$ cat config.mk
export PLATFORM = sky130hd
export DESIGN_NAME = mem_access_unit_flat
export DESIGN_NICKNAME = d
export VERILOG_FILES = /design/src/rtl/mem_access_unit_if.sv /design/src/rtl/mem_access_unit.sv /design/src/flat_wrapper.sv
export SDC_FILE = /design/constraint.sdc
export NUM_CORES = 1
export LEC_CHECK = 0
export ABC_AREA = 0
export CORE_AREA = 4 4 144 146
export CTS_BUF_LIST = sky130_fd_sc_hd__clkbuf_16
export DETAILED_ROUTE_END_ITERATION = 10
export DIE_AREA = 0 0 148 150
export PLACE_DENSITY = 0.78
export SYNTH_ARGS = -nofsm -noshare
export SYNTH_HDL_FRONTEND = slang
export SYNTH_SLANG_ARGS = --single-unit
$ cat constraint.sdc
create_clock -name clk_i -period 2.4 [get_ports clk_i]
set_input_delay 0.36 -clock clk_i [delete_from_list [all_inputs] [get_ports clk_i]]
set_output_delay 0.36 -clock clk_i [all_outputs]
set_load 0.005 [all_outputs]
$ cat src/rtl/mem_access_unit_if.sv
// Purpose: data-memory req/gnt/rvalid bus between the load/store unit and data memory.
// Latency: none, wires only.
// Backpressure: master holds req and all request fields stable until gnt.
// Ports: master drives dmem_req_o/we_o/addr_o/be_o/wdata_o; slave drives dmem_gnt_i/rvalid_i/rdata_i.
interface mem_access_unit_if;
  logic        dmem_req_o;
  logic        dmem_we_o;
  logic [31:0] dmem_addr_o;
  logic [3:0]  dmem_be_o;
  logic [31:0] dmem_wdata_o;
  logic        dmem_gnt_i;
  logic        dmem_rvalid_i;
  logic [31:0] dmem_rdata_i;

  modport master (
    output dmem_req_o, dmem_we_o, dmem_addr_o, dmem_be_o, dmem_wdata_o,
    input  dmem_gnt_i, dmem_rvalid_i, dmem_rdata_i
  );

  modport slave (
    input  dmem_req_o, dmem_we_o, dmem_addr_o, dmem_be_o, dmem_wdata_o,
    output dmem_gnt_i, dmem_rvalid_i, dmem_rdata_i
  );
endinterface

$ cat src/rtl/mem_access_unit.sv
// Purpose: memory-stage load/store unit plus MEM/WB register (GPR and CSR write-back).
// Latency: write-back 1 edge for non-memory/misaligned ops, 2 edges for a zero-wait access.
// Backpressure: stall_req_o holds upstream until rvalid; gnt/rvalid waits each add one stall cycle.
// Ports: EX/MEM fields in (reg_*, mem_*, csr_*), registered write-back/fault/error out,
//        combinational stall_req_o, data-memory bus via the dmem interface (master).
// Optional: define LSU_BUS_TIMEOUT_EN for a TIMEOUT_CYCLES bus watchdog driving bus_err_o.
module mem_access_unit #(
  parameter int TIMEOUT_CYCLES = 64
) (
  input  logic        clk_i,
  input  logic        rst_n_i,
  input  logic [4:0]  reg_waddr_i,
  input  logic        reg_we_i,
  input  logic [31:0] reg_wdata_i,
  input  logic [31:0] mem_addr_i,
  input  logic [31:0] mem_data_i,
  input  logic        mem_we_i,
  input  logic [3:0]  mem_op_i,
  input  logic        csr_we_i,
  input  logic [11:0] csr_waddr_i,
  input  logic [31:0] csr_wdata_i,
  output logic [4:0]  reg_waddr_o,
  output logic        reg_we_o,
  output logic [31:0] reg_wdata_o,
  output logic        csr_we_o,
  output logic [11:0] csr_waddr_o,
  output logic [31:0] csr_wdata_o,
  output logic        stall_req_o,
  output logic        misaligned_o,
  output logic [31:0] fault_addr_o,
  output logic        bus_err_o,
  mem_access_unit_if.master dmem
);
  localparam logic [3:0] OP_LB = 4'd1, OP_LH = 4'd2, OP_LW = 4'd3, OP_LBU = 4'd4,
                         OP_LHU = 4'd5, OP_SB = 4'd6, OP_SH = 4'd7, OP_SW = 4'd8;

  typedef enum logic [1:0] {ST_IDLE, ST_REQ, ST_RSP} state_e;
  state_e state_q, state_d;

  logic        is_load, is_store, is_mem, misaligned, mem_valid;
  logic        rsp_done, timeout_hit;
  logic [3:0]  be;
  logic [31:0] wdata, lane, load_data;

  logic [4:0]  reg_waddr_q;
  logic        reg_we_q, csr_we_q, misaligned_q;
  logic [31:0] reg_wdata_q, csr_wdata_q, fault_addr_q;
  logic [11:0] csr_waddr_q;

  // Direction comes from the op; mem_we_i is redundant with it.
  logic unused_we;
  assign unused_we = mem_we_i;

  always_comb begin
    is_load    = mem_op_i inside {[OP_LB:OP_LHU]};
    is_store   = mem_op_i inside {[OP_SB:OP_SW]};
    is_mem     = is_load || is_store;
    misaligned = 1'b0;
    be         = 4'b0000;
    wdata      = mem_data_i;
    unique case (mem_op_i)
      OP_LB, OP_LBU, OP_SB: begin
        be    = 4'b0001 << mem_addr_i[1:0];
        wdata = {4{mem_data_i[7:0]}};
      end
      OP_LH, OP_LHU, OP_SH: begin
        misaligned = mem_addr_i[0];
        be         = 4'b0011 << {mem_addr_i[1], 1'b0};
        wdata      = {2{mem_data_i[15:0]}};
      end
      OP_LW, OP_SW: begin
        misaligned = |mem_addr_i[1:0];
        be         = 4'b1111;
      end
      default: ;
    endcase
    mem_valid = is_mem && !misaligned;

    // Shift the addressed lane down to bit 0; aligned halfwords/words land correctly too.
    lane = dmem.dmem_rdata_i >> {mem_addr_i[1:0], 3'b000};
    unique case (mem_op_i)
      OP_LB:   load_data = {{24{lane[7]}}, lane[7:0]};
      OP_LBU:  load_data = {24'd0, lane[7:0]};
      OP_LH:   load_data = {{16{lane[15]}}, lane[15:0]};
      OP_LHU:  load_data = {16'd0, lane[15:0]};
      default: load_data = lane;
    endcase
  end

  assign rsp_done = (state_q == ST_RSP) && dmem.dmem_rvalid_i;

  assign dmem.dmem_req_o   = rst_n_i && (((state_q == ST_IDLE) && mem_valid) || (state_q == ST_REQ));
  assign dmem.dmem_we_o    = is_store;
  assign dmem.dmem_addr_o  = {mem_addr_i[31:2], 2'b00};
  assign dmem.dmem_be_o    = be;
  assign dmem.dmem_wdata_o = wdata;

  assign stall_req_o = rst_n_i && mem_valid && !rsp_done && !timeout_hit;

  always_comb begin
    state_d = state_q;
    unique case (state_q)
      ST_IDLE: if (mem_valid) state_d = dmem.dmem_gnt_i ? ST_RSP : ST_REQ;
      ST_REQ:  if (dmem.dmem_gnt_i) state_d = ST_RSP;
               else if (timeout_hit) state_d = ST_IDLE;
      ST_RSP:  if (dmem.dmem_rvalid_i || timeout_hit) state_d = ST_IDLE;
      default: state_d = ST_IDLE;
    endcase
  end

  always_ff @(posedge clk_i) begin
    if (!rst_n_i) begin
      state_q      <= ST_IDLE;
      reg_waddr_q  <= '0;
      reg_we_q     <= 1'b0;
      reg_wdata_q  <= '0;
      csr_we_q     <= 1'b0;
      csr_waddr_q  <= '0;
      csr_wdata_q  <= '0;
      misaligned_q <= 1'b0;
      fault_addr_q <= '0;
    end else begin
      state_q      <= state_d;
      misaligned_q <= 1'b0;
      if (misaligned) begin
        misaligned_q <= 1'b1;
        fault_addr_q <= mem_addr_i;
        reg_we_q     <= 1'b0;
        csr_we_q     <= 1'b0;
      end else if (stall_req_o || timeout_hit) begin
        // Bubble while waiting on memory or when the access was abandoned.
        reg_we_q <= 1'b0;
        csr_we_q <= 1'b0;
      end else begin
        reg_waddr_q <= reg_waddr_i;
        reg_we_q    <= reg_we_i;
        reg_wdata_q <= (is_load && rsp_done) ? load_data : reg_wdata_i;
        csr_we_q    <= csr_we_i;
        csr_waddr_q <= csr_waddr_i;
        csr_wdata_q <= csr_wdata_i;
      end
    end
  end

`ifdef LSU_BUS_TIMEOUT_EN
  logic [7:0] wait_cnt_q;
  logic       bus_err_q;

  // The counter holds the number of cycles already spent in the current wait state.
  assign timeout_hit = (((state_q == ST_REQ) && !dmem.dmem_gnt_i) ||
                        ((state_q == ST_RSP) && !dmem.dmem_rvalid_i)) &&
                       (wait_cnt_q == 8'(TIMEOUT_CYCLES - 1));

  always_ff @(posedge clk_i) begin
    if (!rst_n_i) begin
      wait_cnt_q <= '0;
      bus_err_q  <= 1'b0;
    end else begin
      bus_err_q <= timeout_hit;
      if (state_d != state_q)      wait_cnt_q <= '0;
      else if (state_q != ST_IDLE) wait_cnt_q <= wait_cnt_q + 8'd1;
    end
  end

  assign bus_err_o = bus_err_q;
`else
  logic unused_timeout;
  assign unused_timeout = ^TIMEOUT_CYCLES;
  assign timeout_hit    = 1'b0;
  assign bus_err_o      = 1'b0;
`endif

  assign reg_waddr_o  = reg_waddr_q;
  assign reg_we_o     = reg_we_q;
  assign reg_wdata_o  = reg_wdata_q;
  assign csr_we_o     = csr_we_q;
  assign csr_waddr_o  = csr_waddr_q;
  assign csr_wdata_o  = csr_wdata_q;
  assign misaligned_o = misaligned_q;
  assign fault_addr_o = fault_addr_q;
endmodule

$ cat src/flat_wrapper.sv
// flat-port wrapper written by rule: the top's interface ports become plain ports
module mem_access_unit_flat 
#(
  parameter int TIMEOUT_CYCLES = 64
)
  (clk_i, rst_n_i, reg_waddr_i, reg_we_i, reg_wdata_i, mem_addr_i, mem_data_i, mem_we_i, mem_op_i, csr_we_i, csr_waddr_i, csr_wdata_i, reg_waddr_o, reg_we_o, reg_wdata_o, csr_we_o, csr_waddr_o, csr_wdata_o, stall_req_o, misaligned_o, fault_addr_o, bus_err_o, dmem_dmem_req_o, dmem_dmem_we_o, dmem_dmem_addr_o, dmem_dmem_be_o, dmem_dmem_wdata_o, dmem_dmem_gnt_i, dmem_dmem_rvalid_i, dmem_dmem_rdata_i);
  mem_access_unit_if dmem_i ();
  input  logic clk_i;
  input  logic rst_n_i;
  input  logic [4:0] reg_waddr_i;
  input  logic reg_we_i;
  input  logic [31:0] reg_wdata_i;
  input  logic [31:0] mem_addr_i;
  input  logic [31:0] mem_data_i;
  input  logic mem_we_i;
  input  logic [3:0] mem_op_i;
  input  logic csr_we_i;
  input  logic [11:0] csr_waddr_i;
  input  logic [31:0] csr_wdata_i;
  output logic [4:0] reg_waddr_o;
  output logic reg_we_o;
  output logic [31:0] reg_wdata_o;
  output logic csr_we_o;
  output logic [11:0] csr_waddr_o;
  output logic [31:0] csr_wdata_o;
  output logic stall_req_o;
  output logic misaligned_o;
  output logic [31:0] fault_addr_o;
  output logic bus_err_o;
  output wire logic [$bits(dmem_i.dmem_req_o)-1:0] dmem_dmem_req_o;
  output wire logic [$bits(dmem_i.dmem_we_o)-1:0] dmem_dmem_we_o;
  output wire logic [$bits(dmem_i.dmem_addr_o)-1:0] dmem_dmem_addr_o;
  output wire logic [$bits(dmem_i.dmem_be_o)-1:0] dmem_dmem_be_o;
  output wire logic [$bits(dmem_i.dmem_wdata_o)-1:0] dmem_dmem_wdata_o;
  input wire logic [$bits(dmem_i.dmem_gnt_i)-1:0] dmem_dmem_gnt_i;
  input wire logic [$bits(dmem_i.dmem_rvalid_i)-1:0] dmem_dmem_rvalid_i;
  input wire logic [$bits(dmem_i.dmem_rdata_i)-1:0] dmem_dmem_rdata_i;
  assign dmem_dmem_req_o = dmem_i.dmem_req_o;
  assign dmem_dmem_we_o = dmem_i.dmem_we_o;
  assign dmem_dmem_addr_o = dmem_i.dmem_addr_o;
  assign dmem_dmem_be_o = dmem_i.dmem_be_o;
  assign dmem_dmem_wdata_o = dmem_i.dmem_wdata_o;
  assign dmem_i.dmem_gnt_i = dmem_dmem_gnt_i;
  assign dmem_i.dmem_rvalid_i = dmem_dmem_rvalid_i;
  assign dmem_i.dmem_rdata_i = dmem_dmem_rdata_i;
  mem_access_unit #(.TIMEOUT_CYCLES(TIMEOUT_CYCLES)) u_core (.clk_i(clk_i), .rst_n_i(rst_n_i), .reg_waddr_i(reg_waddr_i), .reg_we_i(reg_we_i), .reg_wdata_i(reg_wdata_i), .mem_addr_i(mem_addr_i), .mem_data_i(mem_data_i), .mem_we_i(mem_we_i), .mem_op_i(mem_op_i), .csr_we_i(csr_we_i), .csr_waddr_i(csr_waddr_i), .csr_wdata_i(csr_wdata_i), .reg_waddr_o(reg_waddr_o), .reg_we_o(reg_we_o), .reg_wdata_o(reg_wdata_o), .csr_we_o(csr_we_o), .csr_waddr_o(csr_waddr_o), .csr_wdata_o(csr_wdata_o), .stall_req_o(stall_req_o), .misaligned_o(misaligned_o), .fault_addr_o(fault_addr_o), .bus_err_o(bus_err_o), .dmem(dmem_i));
endmodule
==> flow_summary.toml, run 1 <==
[worst_setup_path]
endpoint = "stall_req_o"
r2r_slack_ps = 410
reg2reg_depth = 7
crit_path_start = "mem_op_i[0]"
worst-setup-path-type = "in -> out"
worstPathRequired_ps = 2040
cp_max_fo = 7
r2r_start = "u_core.state_q[0]$_SDFFE_PN0P_"
arrival_ps = 1960
start_kind = "input port"
crit_path_end_kind = "output pin"
reg2reg_to = "u_core.reg_wdata_o[8]$_SDFFE_PN0P_"

[final_layout]
num-nets-final = 1196
drive_gt1_share_pct = 20.6
instances_no_fill = 1286
diodes = 0
final_util_pct = 55.3
fillers = 1751
postLayoutCellArea_um2 = 10700
syn_to_final_growth_pct = 81.0

[place]
dp_cells = 1234
post-place-ws_ps = -621
hpwl_um = 17800
port_buffers = 371
dpl_cell_area_um2 = 9930
place.gp.congestion = 0.888

[clock_network]
numClockSinks = 118
cts_tree = "built"
cts_made_buffers = 17
cts-root-buf = "clkbuf_16"
clockBufferDepth = 2
insertion_delay_ps = 420
holdBufCountCts = 0
clk_pin_slew_ps = 60
htreeDepth = 4

[power]
power_leakage_nw = 4.35
p_sw_mw = 1.76
power.total_mw = 6.49
p_int_mw = 4.73
p_sw_share_pct = 27.1
combPwrFrac_pct = 25.6
power_density_nw_per_um2 = 605
ir_worst_vdd_v = 0.000443
pwr-share-seq_pct = 34.1
clock_power_share_pct = 40.2

[detailed_routing]
route.detailed.drc = 0
routedWlPerCell_um = 18.2
dr_total_vias = 6310
routed_wl_um = 23400
ant_nets = 0
first_iter_violations = 295
dr.pass1.iters = 4
routed_via_density = 4.91

[yosys]
synth-seq-cells = 118
synth-seq-area-share_pct = 39.8
yosysTopAreaCellShare_pct = 39.8
synthTopCellsByCount = "dfxtp_1, nand2_1, o221a_2, buf_4, mux2i_1"
synthArstFlopShare_pct = 0
yosysUniqueCellTypes = 59
yosys.area.top_type = "dfxtp_1"
syn_avg_cell_area_um2 = 9.34
synthCells = 635
ys.flop_type = "dfxtp_1"
ys_top_cells_by_area = "dfxtp_1, o221a_2, nand2_1, mux2i_1, buf_4"
synth_edf_count = 0
syn_area_um2 = 5930
yosysMostFrequentCell = "dfxtp_1"
yosys_warnings = 0

[floorplan]
fp-row-count = 51
core_area_um2 = 19400
dieArea_um2 = 22200
initial_core_util_pct = 30.6
io_pins = 376
die_h_um = 150
die_x_um = 148

[grt]
track_usage_pct = 20.0
antenna_found_initial = 2
grt_max_degree = 115
grt_pass1_wl_um = 34900
grt_pass1_vias = 6258
grt_overflow = 0

[flow_run]
maxCapViolations = 0

[sta]
hold_ws_ps = 230
setup_ws_ps = 78.0
worstMarginPinSlew_ps = 577
rsz0062_at_grt = "no"
drv_slew = 0
setup_viol = 0
skew_ps = 15.1
period_minus_slack_ps = 2320
finalHoldViolations = 0
fin_crit_sh_pct = 96.8
clock.fmax_mhz = 431
slew_headroom_pct = 61.5
setup-tns-final_ps = 0

[min_path]
min_path_type = "in -> reg"

[outcome]
status = "completed"
[flip-flops by register name, indices dropped and copies added, names as in the netlist]
| register | cells |
|---|---|
| u_core.state_q | 2 |
| u_core.reg_waddr_o | 5 |
| u_core.reg_we_o | 1 |
| u_core.misaligned_o | 1 |
| u_core.csr_wdata_o | 32 |
| u_core.csr_waddr_o | 12 |
| u_core.fault_addr_o | 32 |
| u_core.reg_wdata_o | 32 |
| u_core.csr_we_o | 1 |
[cell usage in the layout, fill, tap and decap left out, types with 9 or more instances in the layout]
cell type        count
a21boi_0            26
a21oi_1             26
a22oi_1              9
buf_12              10
buf_4               62
clkbuf_16           17
clkdlybuf4s50_1    335
dfxtp_1            118
dlygate4sd2_1       16
inv_1                9
mux2_2              16
mux2i_1             35
nand2_1            104
nor2_1              18
o211a_1             10
o21ai_0             32
o221a_2             48
o22ai_1              9
[how the worst min path moves through the flow]
stage | end | cells past startpoint | start
after global placement | u_core.fault_addr_o[23]$_SDFFE_PN0P_ | 2 | u_core.fault_addr_o[23]$_SDFFE_PN0P_
after floorplan | u_core.state_q[0]$_SDFFE_PN0P_ | 1 | dmem_dmem_gnt_i
after global routing | u_core.fault_addr_o[0]$_SDFFE_PN0P_ | 2 | rst_n_i
after CTS | u_core.fault_addr_o[0]$_SDFFE_PN0P_ | 2 | rst_n_i
final | u_core.fault_addr_o[0]$_SDFFE_PN0P_ | 2 | rst_n_i
after detailed placement | u_core.fault_addr_o[23]$_SDFFE_PN0P_ | 2 | u_core.fault_addr_o[23]$_SDFFE_PN0P_
[final cells by class]
| class | count | area (µm²) | share of cell area, % |
|---|---|---|---|
| clock inverter | 15 | 181 | 1.69 |
| tap | 265 | 332 | 3.09 |
| sequential | 118 | 2360 | 22.0 |
| multi-input combinational | 413 | 3010 | 28.0 |
| inverter | 9 | 33.8 | 0.315 |
| timing repair buffer | 449 | 4390 | 40.9 |
| clock buffer | 17 | 425 | 3.96 |
[logic make-up (layout without fill, tap and decap cells)]
kind of cell	after synthesis	in the layout	synth area share, %
XOR/XNOR	1	1	0.148
AND/OR/NAND/NOR	159	160	12.6
buffers and inverters	107	490	10.8
flip-flops	118	118	39.8
other	1	3	0.0632
multiplexers	55	55	10.2
AO/OA/AOI/OAI	194	194	26.3
[routing by layer]
metal | global-route usage (%) | vias to the layer above | share of wire [%]
met1 | 23.0 | 2990 | 40
met5 | 0 | - | 0.12
met3 | 7.78 | 40 | 8.5
met4 | 5.91 | 4 | 1.9
li1 | - | 3025 | -
met2 | 34.5 | 251 | 50
[power by group through the flow]
stage | clock network (mW) | registers, mW | logic [mW]
floorplan | 0 | 2.27 | 0.618
global placement | 0 | 2.25 | 1.64
detailed placement | 0 | 2.26 | 1.65
CTS | 2.68 | 2.22 | 1.66
global route | 2.77 | 2.24 | 1.78
finish | 2.61 | 2.22 | 1.66
[what timing repair did]
action                     4_1_cts  5_1_grt
setup endpoints to repair       37       19
pin swaps                        5        7
gates cloned                     2        0
gates resized for setup         69       22
setup buffers                   10        8
[worst max-delay path: stages]
cell           delay (ps)
buf_2                 130
buf_8                 130
or3b_2                450
a211o_1               340
buf_4                 150
nand2_2                70
nor2_2                 60
dlygate4sd2_1         260
No activity file was read; power rests on OpenSTA's default activity.
==> run 2: changes to the inputs <==
--- a/config.mk
+++ b/config.mk
@@ -6,11 +6,11 @@
 export NUM_CORES = 1
 export LEC_CHECK = 0
 export ABC_AREA = 0
-export CORE_AREA = 4 4 144 146
+export CORE_AREA = 2 2 146 148
 export CTS_BUF_LIST = sky130_fd_sc_hd__clkbuf_16
 export DETAILED_ROUTE_END_ITERATION = 10
 export DIE_AREA = 0 0 148 150
-export PLACE_DENSITY = 0.78
+export PLACE_DENSITY = 0.75
 export SYNTH_ARGS = -nofsm -noshare
 export SYNTH_HDL_FRONTEND = slang
 export SYNTH_SLANG_ARGS = --single-unit
==> flow_summary.toml, run 2 (synthesis gave the netlist of run 1 again) <==
[outcome]
status = "completed"

[floorplan]
io_pins = 376
fp-row-count = 53
die_x_um = 148
die_h_um = 150
dieArea_um2 = 22200
core_area_um2 = 20700
initial_core_util_pct = 28.7

[final_layout]
final_cell_mix = "clkdlybuf4s50_1, dfxtp_1, nand2_1, buf_4, o221a_2"
final_util_pct = 52.4
drive_gt1_share_pct = 20.4
syn_to_final_growth_pct = 82.9
fillers = 1937
num-nets-final = 1199
final_common_cell = "clkdlybuf4s50_1"

[worst_setup_path]
slowest_delay_ps = 430
crit_path_end_kind = "output pin"
arrival_ps = 2000
start_kind = "input port"
cp_max_fo = 3
worstPathRequired_ps = 2040
reg2reg_depth = 6
path_cells = "dlygate4sd2_1 -> or3b_4 -> a21oi_4 -> buf_6 -> nor2_4 -> buf_4 -> mux2_4 -> clkdlybuf4s15_1"
cp_slowest_cell = "or3b_4"
worst-setup-path-type = "in -> out"

[place]
post-place-ws_ps = -558
place.gp.congestion = 0.907
hpwl_um = 17000
port_buffers = 371

[power]
p_int_mw = 4.96
clock_power_share_pct = 42.0
p_sw_share_pct = 26.4
power_density_nw_per_um2 = 622
combPwrFrac_pct = 25.1
ir_worst_vdd_v = 0.000403
power.total_mw = 6.74
power_leakage_nw = 4.36
p_sw_mw = 1.78
pwr-share-seq_pct = 32.9

[sta]
fin_crit_sh_pct = 98.5
slew_headroom_pct = 64.0
clock.fmax_mhz = 423
worstMarginPinSlew_ps = 538
setup_viol = 0
rsz0062_at_grt = "yes"
finalHoldViolations = 0
setup_ws_ps = 36.9
skew_ps = 5.81
drv_slew = 0
setup-tns-final_ps = 0
period_minus_slack_ps = 2360

[detailed_routing]
routed_via_density = 4.84
routed_wl_um = 22600
dr_total_vias = 6289
dr.pass1.iters = 4
ant_nets = 0
route.detailed.drc = 0
routedWlPerCell_um = 17.4
first_iter_violations = 258

[clock_network]
insertion_delay_ps = 410
cts_made_buffers = 17
cts_tree = "built"
cts-root-buf = "clkbuf_16"
numClockSinks = 118
clockBufferDepth = 2
holdBufCountCts = 0
htreeDepth = 4
clk_pin_slew_ps = 60

[grt]
antenna_found_initial = 1
track_usage_pct = 19.5
grt_pass1_wl_um = 34000
grt_pass1_vias = 6117
grt_max_degree = 93
grt_overflow = 0

[min_path]
min_path_type = "in -> reg"
hold_depth = 2

[flow_run]
maxCapViolations = 0
-- run 2: power groups by stage --
stage	logic [mW]	clock network [mW]	registers (mW)
2_1_floorplan	0.618	0	2.27
3_3_place_gp	1.67	0	2.25
3_5_place_dp	1.69	0	2.26
4_1_cts	1.69	2.91	2.22
5_1_grt	1.81	3.00	2.24
6_report	1.69	2.84	2.22
-- run 2: through the flow --
step           cells  hold WS (ps)  cell area [µm²]
2_1_floorplan    637           432             5940
3_3_place_gp    1252           435            10100
3_5_place_dp    1252           443            10100
4_1_cts         1295           342            10800
5_1_grt         1300           349            10900
6_report        1300           356            10900
-- run 2: critical path, delay by kind of cell --
| kind | cells | cell delay [ps] |
|---|---|---|
| buf+inv | 4 | 710 |
| compound gates | 1 | 170 |
| mux | 1 | 280 |
| simple gates | 2 | 470 |
-- run 2: final cells by class --
class,count,area (µm²),area share (%)
sequential,118,2360,21.8
timing repair buffer,453,4480,41.3
clock buffer,17,425,3.92
antenna,1,2.50,0.0231
multi-input combinational,412,2990,27.5
tap,275,344,3.17
clock inverter,15,215,1.98
inverter,9,33.8,0.311
-- run 2: worst paths after layout --
| kind | start | to | slack, ps |
|---|---|---|---|
| setup / recovery | mem_op_i[1] | dmem_dmem_wdata_o[23] | 40 |
| hold / removal | rst_n_i | u_core.fault_addr_o[20]$_SDFFE_PN0P_ | 360 |
| setup reg to reg | u_core.state_q[0]$_SDFFE_PN0P_ | u_core.reg_wdata_o[8]$_SDFFE_PN0P_ | 420 |
| hold reg to reg | u_core.fault_addr_o[23]$_SDFFE_PN0P_ | u_core.fault_addr_o[23]$_SDFFE_PN0P_ | 450 |
-- run 2: timing repair --
item	CTS	global route
pin swaps	5	5
gates resized for setup	62	26
setup buffers	11	4
endpoints found under the hold margin	0	0
cloned	1	0
setup endpoints to repair	37	26
-- run 2: per-layer routing --
layer | vias to the layer above | track usage [%] | wire (µm)
li1 | 3033 | - | -
met1 | 2988 | 24.7 | 9580
met2 | 242 | 32.7 | 11000
met3 | 26 | 4.97 | 1650
met4 | 0 | 5.95 | 353
met5 | - | 0 | 0
